--- src/rtl/stride_pkg.sv ---
// Shared types and default sizes for the stride counter arbiter.
package stride_pkg;
  localparam int W_DEF     = 3;
  localparam int LEN_W_DEF = 4;
  localparam int N_CH      = 2;

  typedef enum logic {IDLE = 1'b0, RUN = 1'b1} state_t;
endpackage

--- src/rtl/stride_counter.sv ---
// Modulo stride counter: clears on load, otherwise adds step and returns to 0
// only when the current value equals wrap exactly.
module stride_counter
  import stride_pkg::*;
#(
  parameter int W = W_DEF
) (
  input  logic         clk,
  input  logic         rst_n,
  input  logic         load,
  input  logic         en,
  input  logic [W-1:0] step,
  input  logic [W-1:0] wrap,
  output logic [W-1:0] q
);

  logic [W-1:0] sum;
  logic [W-1:0] q_next;

  // A sum that jumps past wrap simply rolls over modulo 2^W.
  always_comb begin
    sum    = q + step;
    q_next = (q == wrap) ? '0 : sum;
  end

  always_ff @(posedge clk or negedge rst_n) begin
    if (!rst_n)    q <= '0;
    else if (load) q <= '0;
    else if (en)   q <= q_next;
  end

endmodule

--- src/rtl/stride_counter_arbiter.sv ---
// Round-robin sequencer sharing one stride counter between two requesters;
// each grant streams len counter values tagged with the owning channel.
module stride_counter_arbiter
  import stride_pkg::*;
#(
  parameter int W     = W_DEF,
  parameter int LEN_W = LEN_W_DEF
) (
  input  logic            clk,
  input  logic            rst_n,
  input  logic [N_CH-1:0] req,
  input  logic [W-1:0]    step0,
  input  logic [W-1:0]    step1,
  input  logic [W-1:0]    wrap0,
  input  logic [W-1:0]    wrap1,
  input  logic [LEN_W-1:0] len0,
  input  logic [LEN_W-1:0] len1,
  output logic [N_CH-1:0] gnt,
  output logic            busy,
  output logic            q_valid,
  output logic [W-1:0]    q,
  output logic            q_owner,
  output logic [N_CH-1:0] done
);

  state_t           state, state_n;
  logic             owner, owner_n;
  logic             last_owner, last_owner_n;
  logic [LEN_W-1:0] remain, remain_n;
  logic [W-1:0]     step_r, wrap_r;
  logic             accept;
  logic             sel;
  logic             run;
  logic             last_cyc;
  logic [N_CH-1:0]  onehot;

  assign run      = (state == RUN);
  assign last_cyc = (remain <= LEN_W'(1));
  assign sel      = (req[0] & req[1]) ? ~last_owner : req[1];
  assign onehot   = N_CH'(1) << owner;

  always_comb begin
    state_n      = state;
    owner_n      = owner;
    last_owner_n = last_owner;
    remain_n     = remain;
    accept       = 1'b0;
    case (state)
      IDLE: begin
        if (|req) begin
          accept   = 1'b1;
          owner_n  = sel;
          remain_n = sel ? len1 : len0;
          state_n  = RUN;
        end
      end
      RUN: begin
        if (remain != '0) remain_n = remain - LEN_W'(1);
        // Dropping the owner's request abandons the burst without a done pulse.
        if (!req[owner] || last_cyc) begin
          state_n      = IDLE;
          last_owner_n = owner;
          remain_n     = '0;
        end
      end
      default: state_n = IDLE;
    endcase
  end

  always_ff @(posedge clk or negedge rst_n) begin
    if (!rst_n) begin
      state      <= IDLE;
      owner      <= 1'b0;
      last_owner <= 1'b1;
      remain     <= '0;
    end else begin
      state      <= state_n;
      owner      <= owner_n;
      last_owner <= last_owner_n;
      remain     <= remain_n;
    end
  end

  always_ff @(posedge clk) begin
    if (accept) begin
      step_r <= sel ? step1 : step0;
      wrap_r <= sel ? wrap1 : wrap0;
    end
  end

  stride_counter #(.W(W)) u_counter (
    .clk   (clk),
    .rst_n (rst_n),
    .load  (accept),
    .en    (run),
    .step  (step_r),
    .wrap  (wrap_r),
    .q     (q)
  );

  assign busy    = run;
  assign gnt     = run ? onehot : '0;
  assign q_valid = run && (remain != '0);
  assign q_owner = run & owner;
  assign done    = (run && last_cyc) ? onehot : '0;

endmodule

--- config.mk ---
export PLATFORM = sky130hd
export DESIGN_NAME = stride_counter_arbiter
export DESIGN_NICKNAME = d
export VERILOG_FILES = /design/src/rtl/stride_pkg.sv /design/src/rtl/stride_counter.sv /design/src/rtl/stride_counter_arbiter.sv
export SDC_FILE = /design/constraint.sdc
export NUM_CORES = 1
export LEC_CHECK = 0
export CORE_AREA = 2 2 46 58
export CTS_CLUSTER_DIAMETER = 150
export DETAILED_ROUTE_END_ITERATION = 16
export DIE_AREA = 0 0 48 60
export MAX_ROUTING_LAYER = met4
export PLACE_DENSITY_LB_ADDON = 0.12
export SYNTH_ARGS = -nofsm -noshare
export SYNTH_HDL_FRONTEND = slang
export SYNTH_SLANG_ARGS = --single-unit
--- constraint.sdc ---
create_clock -name clk -period 1.7 [get_ports clk]
set_input_delay 0.255 -clock clk [delete_from_list [all_inputs] [get_ports clk]]
set_output_delay 0.255 -clock clk [all_outputs]
set_load 0.02 [all_outputs]
# [Word-level counts from Yosys, hierarchy flattened]
# Index checks and enable logic that the tools add are counted.
[totals] register_bits=16 input_bits=24 out_inout_bits=10 word_cells=48
[classes] n_addsub=2 n_lt_le_gt_ge=2 eq_ne=3 shifts=1 muxes=19 bitwise_logic=4 n_reduce_logical=10
[op_table] cell="$mux 4" n=4
[op_table] cell="$mux 3" n=5
[op_table] cell="$pmux 4 s2" n=1
[op_table] cell="$mux 1" n=6
[op_table] cell="$reduce_and 2->1" n=3
[op_table] cell="$le 4x1->1 const B" n=1
[op_table] cell="$mux 2" n=2
[op_table] cell="$reduce_bool 4->1" n=1
[op_table] cell="$sub 4x1->4 const B" n=1
[op_table] cell="$add 3x3->3" n=1
[op_table] cell="$eq 3x3->1" n=1
[op_table] cell="$ne 3x1->1 const B" n=1
[op_table] cell="$and 1x1->1" n=2
[op_table] cell="$logic_and 1x1->1" n=2
[op_table] cell="$lt 1x2->1 const B" n=1
[op_table] cell="$ne 2x2->1 const B" n=1
[op_table] cell="$not 1->1" n=2
[op_table] cell="$pmux 1 s2" n=1
[op_table] cell="$reduce_bool 2->1" n=1
[op_table] cell="$reduce_or 2->1" n=1
[op_table] cell="$shl 1x1->2 const A" n=1
[op_table] cell="$logic_not 1->1" n=1
[op_table] cell="$logic_or 1x1->1" n=1

# [Depth between registers and ports, before layout]
# Gate-level depths: netlist of the first run.
[depth] word_depth=6 ltp_mapped=6 mapped_depth_nobuf=6

# [Modules after synthesis]
# A second synthesis of the first run with hierarchy kept.
[unflattened] cells_unflattened=102 area_unflattened_um2=1039.7
[by_module_without_submodules] module="stride_counter_arbiter" n_inst=1 cells_per_inst=77 area_per_inst_um2=790.8
[by_module_without_submodules] module="stride_counter" n_inst=1 cells_per_inst=25 area_per_inst_um2=249.0

# [Least setup slack after synthesis of the first run]
# No wires, ideal clock.
[synth_path] path_kind="flip-flop to flip-flop" from="register u_counter.q[0]" to="register u_counter.q[2]" setup_time_ps=132 arrival_time_ps=1442 path_slack_ps=126 path_stages_with_launch=7 n_path_buf=0 period_less_slack_ps=1574 path_cell_list="dfrtp_1 > ha_1 > inv_1 > fa_1 > xnor2_1 > o21ai_0 > o2bb2ai_1"
[synth_via] elab_chain_cells=4 word_cells_on_any_way=5 cone_classes="1 x add/sub; 1 x eq/ne; 3 x mux"
[synth_lines] element="from (decl)" line="stride_counter.sv:14" text="output logic [W-1:0] q"
[synth_lines] element="from (signal assigned)" line="stride_counter.sv:29" text="else if (en) q <= q_next;"
[synth_lines] element="$add 3x3->3 or $eq 3x3->1 (tied branches)" line="stride_counter.sv:22, stride_counter.sv:23"
[synth_lines] element="$mux 3 (*)" line="stride_counter.sv:23" text="q_next = (q == wrap) ? '0 : sum;"
[synth_lines] element="$mux 3 (*)" line="stride_counter.sv:29"
[synth_lines] element="$mux 3 (*)" line="stride_counter.sv:28" text="else if (load) q <= '0;"
# Every way passes the cells marked *; elsewhere a longest branch is shown, timed or not. The select of a mux whose other input is x is not followed.
# A chain may end at the register's enable or synchronous reset.

# [Worst setup path in the final report of the first run]
[layout_path] from="register remain[1]" to="output port done[0]"
[layout_via] elab_chain_cells=3
[layout_lines] element="from (decl)" line="stride_counter_arbiter.sv:29" text="logic [LEN_W-1:0] remain, remain_n;"
[layout_lines] element="from (signal assigned)" line="stride_counter_arbiter.sv:80" text="remain <= remain_n;"
[layout_lines] element="$le 4x1->1" line="stride_counter_arbiter.sv:38" text="assign last_cyc = (remain <= LEN_W'(1));"
[layout_lines] element="$logic_and 1x1->1" line="stride_counter_arbiter.sv:105" text="assign done = (run && last_cyc) ? onehot : '0;"
[layout_lines] element="$mux 2" line="stride_counter_arbiter.sv:105"
[layout_lines] element="to (decl)" line="stride_counter_arbiter.sv:23" text="output logic [N_CH-1:0] done"
# Every way passes these cells.

==> out/metrics.cfg, run 1 <==
[drt]
wl_um=2250
avgRoutedWirePerCell_um=12.7
drc=0
via_per_inst=4.99
ant_nets=0
vias=884
dr.pass1.iters=3
dr.first_iter.drc_count=22

[logic_synthesis]
synth.yosys.seq_area_share=0.443
synthesis.nets=122
syn_avg_cell_area_sq_um=10.4
synth_edf_count=6
yosys-top-cells-area=dfrtp_1, edfxtp_1, mux2_2
synth_flop_cell=dfrtp_1
synth_top_area_frac=0.231
syn-instance-count=94
async_flop_share=0.625
yosysUniqueCellTypes=39
ys_ff_latch=16
yosysTopAreaCell=dfrtp_1
yosysWarnings=0
netlist_area_sq_um=973
synthTopCellsByCount=dfrtp_1, inv_1, o21ai_0, mux2_2, edfxtp_1

[floorplan]
start_util=0.409
ios=34
die-area_sq_mm=0.00288
fp.coreArea_sq_mm=0.00238
fp.dieW_um=48
die_h_um=60
num_rows=20

[pwr]
peakVddDrop_mv=0.762
leakage_nw=0.652
p_per_area_mw_per_mm2=1630

[final_layout]
n_antenna_cell=0
final_area_sq_mm=0.00152
drive_gt1_frac=0.306
syn2layout_area_growth_pct=55.8
layout.nets=173

[cts]
ctsLongestPathBuffers=2
numCtsBuffers=3
clk_latency_ns=0.30
cts_root_buf=clkbuf_4
path_clk_slew_ns=0.09
cts_tree=yes
h-tree-depth=1
postCtsHoldBufs=0
cts.sinks=16

[sta]
rsz0062_at_grt=yes
fmax_mhz=548
finalHoldViolCount=0
slew_violations=0
worst_pin_slew_ns=0.487
finalCritPeriodShare=1.07
fin_crit_ns=1.83
finalSetupViolations=3
slew-limit-headroom=0.674
postLayoutSetupSlackWorst_ns=-0.126
clock_skew_ns=0.0104

[global_route]
grtUsageTotal=0.187
antenna_found_initial=0
grt_pass1_wl_um=3530
globalRoute.totalOverflow=0
first_global_vias=904
grt_start_max_net_pins=17

[run_status]
violations=negative setup slack
status=complete, but fails checks

[setup_path]
max_stage_delay_ns=0.39
worstPathArrival_ns=1.57
endpoint_kind=primary output
cp_max_fo=4
slowest_stage=dfrtp_1
crit_chain=inv_2 -> ha_2 -> nor2_4 -> or2_4 -> and2b_2 -> buf_6
start_kind=flip-flop
crit_type=flip-flop to primary output
cp.required_ns=1.44

[place]
pre_cts_ws_ns=-0.299
portBuffers=33
place_area_sq_mm=0.00145
hpwl_um=1810
place.gp.congestion=0.822

[hold_path]
min_path_type=primary input to async pin

[job]
drv_cap=0

==> cells in the final DEF, fill, tap and decap left out, drive strengths merged, types with 4 or more instances in the layout <==
cell type,instances
o21ai,9
buf,21
nand2,4
a32oi,4
nor2,4
clkdlybuf4s50,27
dfrtp,9
inv,9
mux2,7
edfxtp,6
==> power breakdown <==
| group | switching [mW] | internal, mW | leakage, nW |
|---|---|---|---|
| sequential | 0.124 | 0.593 | 0.181 |
| combinational | 0.715 | 0.834 | 0.455 |
| clock | 0.119 | 0.0856 | 0.0154 |
==> area by class of cell <==
class,count,area [sq um]
multi-input cells,64,504
clock inverters,1,3.75
flip-flops and latches,16,433
well taps,33,41.3
inverters,9,33.8
clock buffers,3,22.5
repair buffers,51,478
fillers,202,861
==> per-layer routing <==
metal  GRT usage  up-vias  part of all wire
met2       0.335       29              0.55
li1            -      438                 -
met5           -        -                 0
met1       0.174      413              0.38
met3      0.0181        4             0.043
met4       0.131        0             0.022
==> critical path: cells and delay by family (launching register included) <==
kind          cells  cell delay (ns)
simple gates      3             0.49
buf+inv           2             0.20
flops             1             0.39
fa+ha+maj         1             0.20
==> state kept, by name (all words and copies together), names as in the netlist <==
| signal | flops |
|---|---|
| busy | 1 |
| last_owner | 1 |
| owner | 1 |
| remain | 4 |
| step_r | 3 |
| u_counter.q | 3 |
| wrap_r | 3 |
==> cell families after synthesis <==
group,Yosys count,synth area share
flops,16,0.443
mux,7,0.0810
fa+ha+maj,4,0.0591
xor+xnor,4,0.0360
simple gates,21,0.121
compound gates,28,0.198
buf+inv,14,0.0617
==> metrics by stage <==
step | total power [mW] | std cells | hold WS, ns | util | setup TNS (ns)
2_1_floorplan | 1.52 | 94 | -0.0406 | - | 0
3_3_place_gp | 2.13 | 171 | 0.543 | 0.611 | -2.05
3_5_place_dp | 2.17 | 171 | 0.540 | 0.611 | -2.02
4_1_cts | 2.46 | 177 | 0.275 | 0.635 | -0.172
5_1_grt | 2.67 | 177 | 0.309 | 0.638 | -0.457
6_report | 2.47 | 177 | 0.266 | 0.638 | -0.202
==> path summary, 6_finish.rpt <==
| kind | from | to | slack [ns] | cells past startpoint |
|---|---|---|---|---|
| min in group clk | u_counter.q[2] | u_counter.q[2] | 0.56 | 1 |
| worst max-delay path | remain[1] | done[0] | -0.13 | 6 |
| worst max register to register | remain[1] | remain[3] | 0.11 | 7 |
| max in group asynchronous | rst_n | last_owner | 1.10 | 1 |
| worst min-delay path | rst_n | u_counter.q[2] | 0.27 | 1 |
| worst min register to register | u_counter.q[2] | u_counter.q[2] | 0.56 | 1 |
==> what timing repair did <==
action / CTS / global route
endpoints found under the setup margin: 6 / 3
setup buffers: 2 / 0
resized for setup: 28 / 2
cloned: 0 / 0
endpoints found under the hold margin: 0 / 0
pin swaps: 0 / 1
Note: power is estimated with default switching activity, not from simulation.
==> run 2: changes to the inputs <==
--- a/config.mk
+++ b/config.mk
@@ -5,10 +5,10 @@
 export SDC_FILE = /design/constraint.sdc
 export NUM_CORES = 1
 export LEC_CHECK = 0
-export CORE_AREA = 2 2 46 58
+export CORE_AREA = 2 2 48 61
 export CTS_CLUSTER_DIAMETER = 150
 export DETAILED_ROUTE_END_ITERATION = 16
-export DIE_AREA = 0 0 48 60
+export DIE_AREA = 0 0 50 63
 export MAX_ROUTING_LAYER = met4
 export PLACE_DENSITY_LB_ADDON = 0.12
 export SYNTH_ARGS = -nofsm -noshare
==> run 2 against run 1 <==
The flow still finishes with violations (negative setup slack). Final cell count is 3.4% higher. Cell area is 0.58% higher. Register-to-register slack better by 0.03 ns. Sequential power is 1% lower. Via count is 1.8% higher. Global-route usage is 0.53 points lower. Sequential share of layout area is 0.25 points lower. Critical path depth stayed put. Non-clock buffer count is 5 higher.
==> out/metrics.cfg, run 2 (synthesis gave the netlist of run 1 again) <==
[drt]
ant_nets=0
avgRoutedWirePerCell_um=13.3
wl_um=2430
wl_met1_um=909
dr.pass1.iters=4
drc=0
wl_met2_um=1420
dr.first_iter.drc_count=13
met3_length_um=73
via_per_inst=4.92
vias=900
top_layer=met4

[setup_path]
worstPathArrival_ns=1.54
cp_max_fo=3
crit_type=flip-flop to primary output
start_kind=flip-flop
reg2regPathDepth=7
endpoint_kind=primary output
cp.required_ns=1.44

[floorplan]
die-area_sq_mm=0.00315
ios=34
fp.coreArea_sq_mm=0.00260
die_h_um=63
start_util=0.374
fp.dieW_um=50
num_rows=21

[pwr]
peakVddDrop_mv=0.735
p_per_area_mw_per_mm2=1600
leakage_nw=0.672

[job]
drv_cap=0

[sta]
rsz0062_at_grt=yes
clock_skew_ns=0.00311
finalCritPeriodShare=1.06
postLayoutSetupSlackWorst_ns=-0.0993
slew_violations=0
finalSetupTns_ns=-0.158
slew-limit-headroom=0.656
finalHoldViolCount=0
fmax_mhz=556
fin_crit_ns=1.80
worst_pin_slew_ns=0.515
hold_ws_ns=0.284
finalSetupViolations=3

[cts]
cts_tree=yes
postCtsHoldBufs=0
numCtsBuffers=3
ctsLongestPathBuffers=2
cts.sinks=16
cts_root_buf=clkbuf_4
h-tree-depth=1
clk_latency_ns=0.28
path_clk_slew_ns=0.10

[global_route]
globalRoute.totalOverflow=0
antenna_found_initial=0
grt_pass1_wl_um=4200
grt_start_max_net_pins=12
grtUsageTotal=0.182
first_global_vias=971

[final_layout]
fin_cells=183
largest_register_ff_count=4
layout.nets=178
drive_gt1_frac=0.309
final_area_sq_mm=0.00153
final_common_cell=clkdlybuf4s50_1
n_antenna_cell=0
syn2layout_area_growth_pct=56.7
largest-register=remain
fillers=238
layout_common_cells=clkdlybuf4s50_1, buf_4, o21ai_0, dfrtp_1

[place]
hpwl_um=1960
pre_cts_ws_ns=-0.283
place.gp.congestion=0.857
place_area_sq_mm=0.00146
dpl.cell_count=174
portBuffers=33

[run_status]
violations=negative setup slack
status=complete, but fails checks

[hold_path]
min_path_type=primary input to async pin

## run 2: stage by stage
stage / utilization / total power [mW]
floorplan: - / 1.52
global placement: 0.559 / 2.14
detailed placement: 0.559 / 2.17
CTS: 0.578 / 2.42
global route: 0.586 / 2.65
finish: 0.586 / 2.44
## run 2: path summary, 6_finish.rpt
check / slack [ns] / start / to
min reg2reg: 0.58 / last_owner / last_owner
max: -0.1 / remain[1] / done[0]
max reg2reg: 0.14 / remain[1] / remain[3]
min in group clk: 0.58 / last_owner / last_owner
min: 0.28 / rst_n / u_counter.q[2]
max in group asynchronous: 1.07 / rst_n / last_owner
## run 2: timing repair
item	CTS	global route
resized for setup	25	0
buffers inserted	2	3
endpoints found under the setup margin	7	4
pin swaps	1	0
## run 2: routing by layer
layer	vias to the layer above	GRT usage
li1	451	-
met1	429	0.185
met2	18	0.342
met3	2	0.0311
met4	0	0.0556
met5	-	-
## run 2: final cells by class
cell class | count | area [sq um] | area share
multi-input cells | 64 | 497 | 0.326
repair buffers | 56 | 494 | 0.324
flip-flops and latches | 16 | 432 | 0.283
well taps | 34 | 42.5 | 0.0279
inverters | 9 | 33.8 | 0.0221
clock buffers | 4 | 26.3 | 0.0172
## run 2: where the power goes
group          internal (mW)  total [mW]  leakage (nW)  switching [mW]
Sequential             0.591       0.709         0.183           0.118
Clock                 0.0910       0.213        0.0150           0.123
Combinational          0.803        1.52         0.474           0.713
Total                   1.49        2.44         0.672           0.954
## run 2: critical path, cell delays in order, from the launching register on
cell and delay (ns):
dfrtp_1 0.41, inv_2 0.09, ha_1 0.16, nor2_2 0.05
or2_4 0.23, and2b_2 0.20, buf_4 0.13
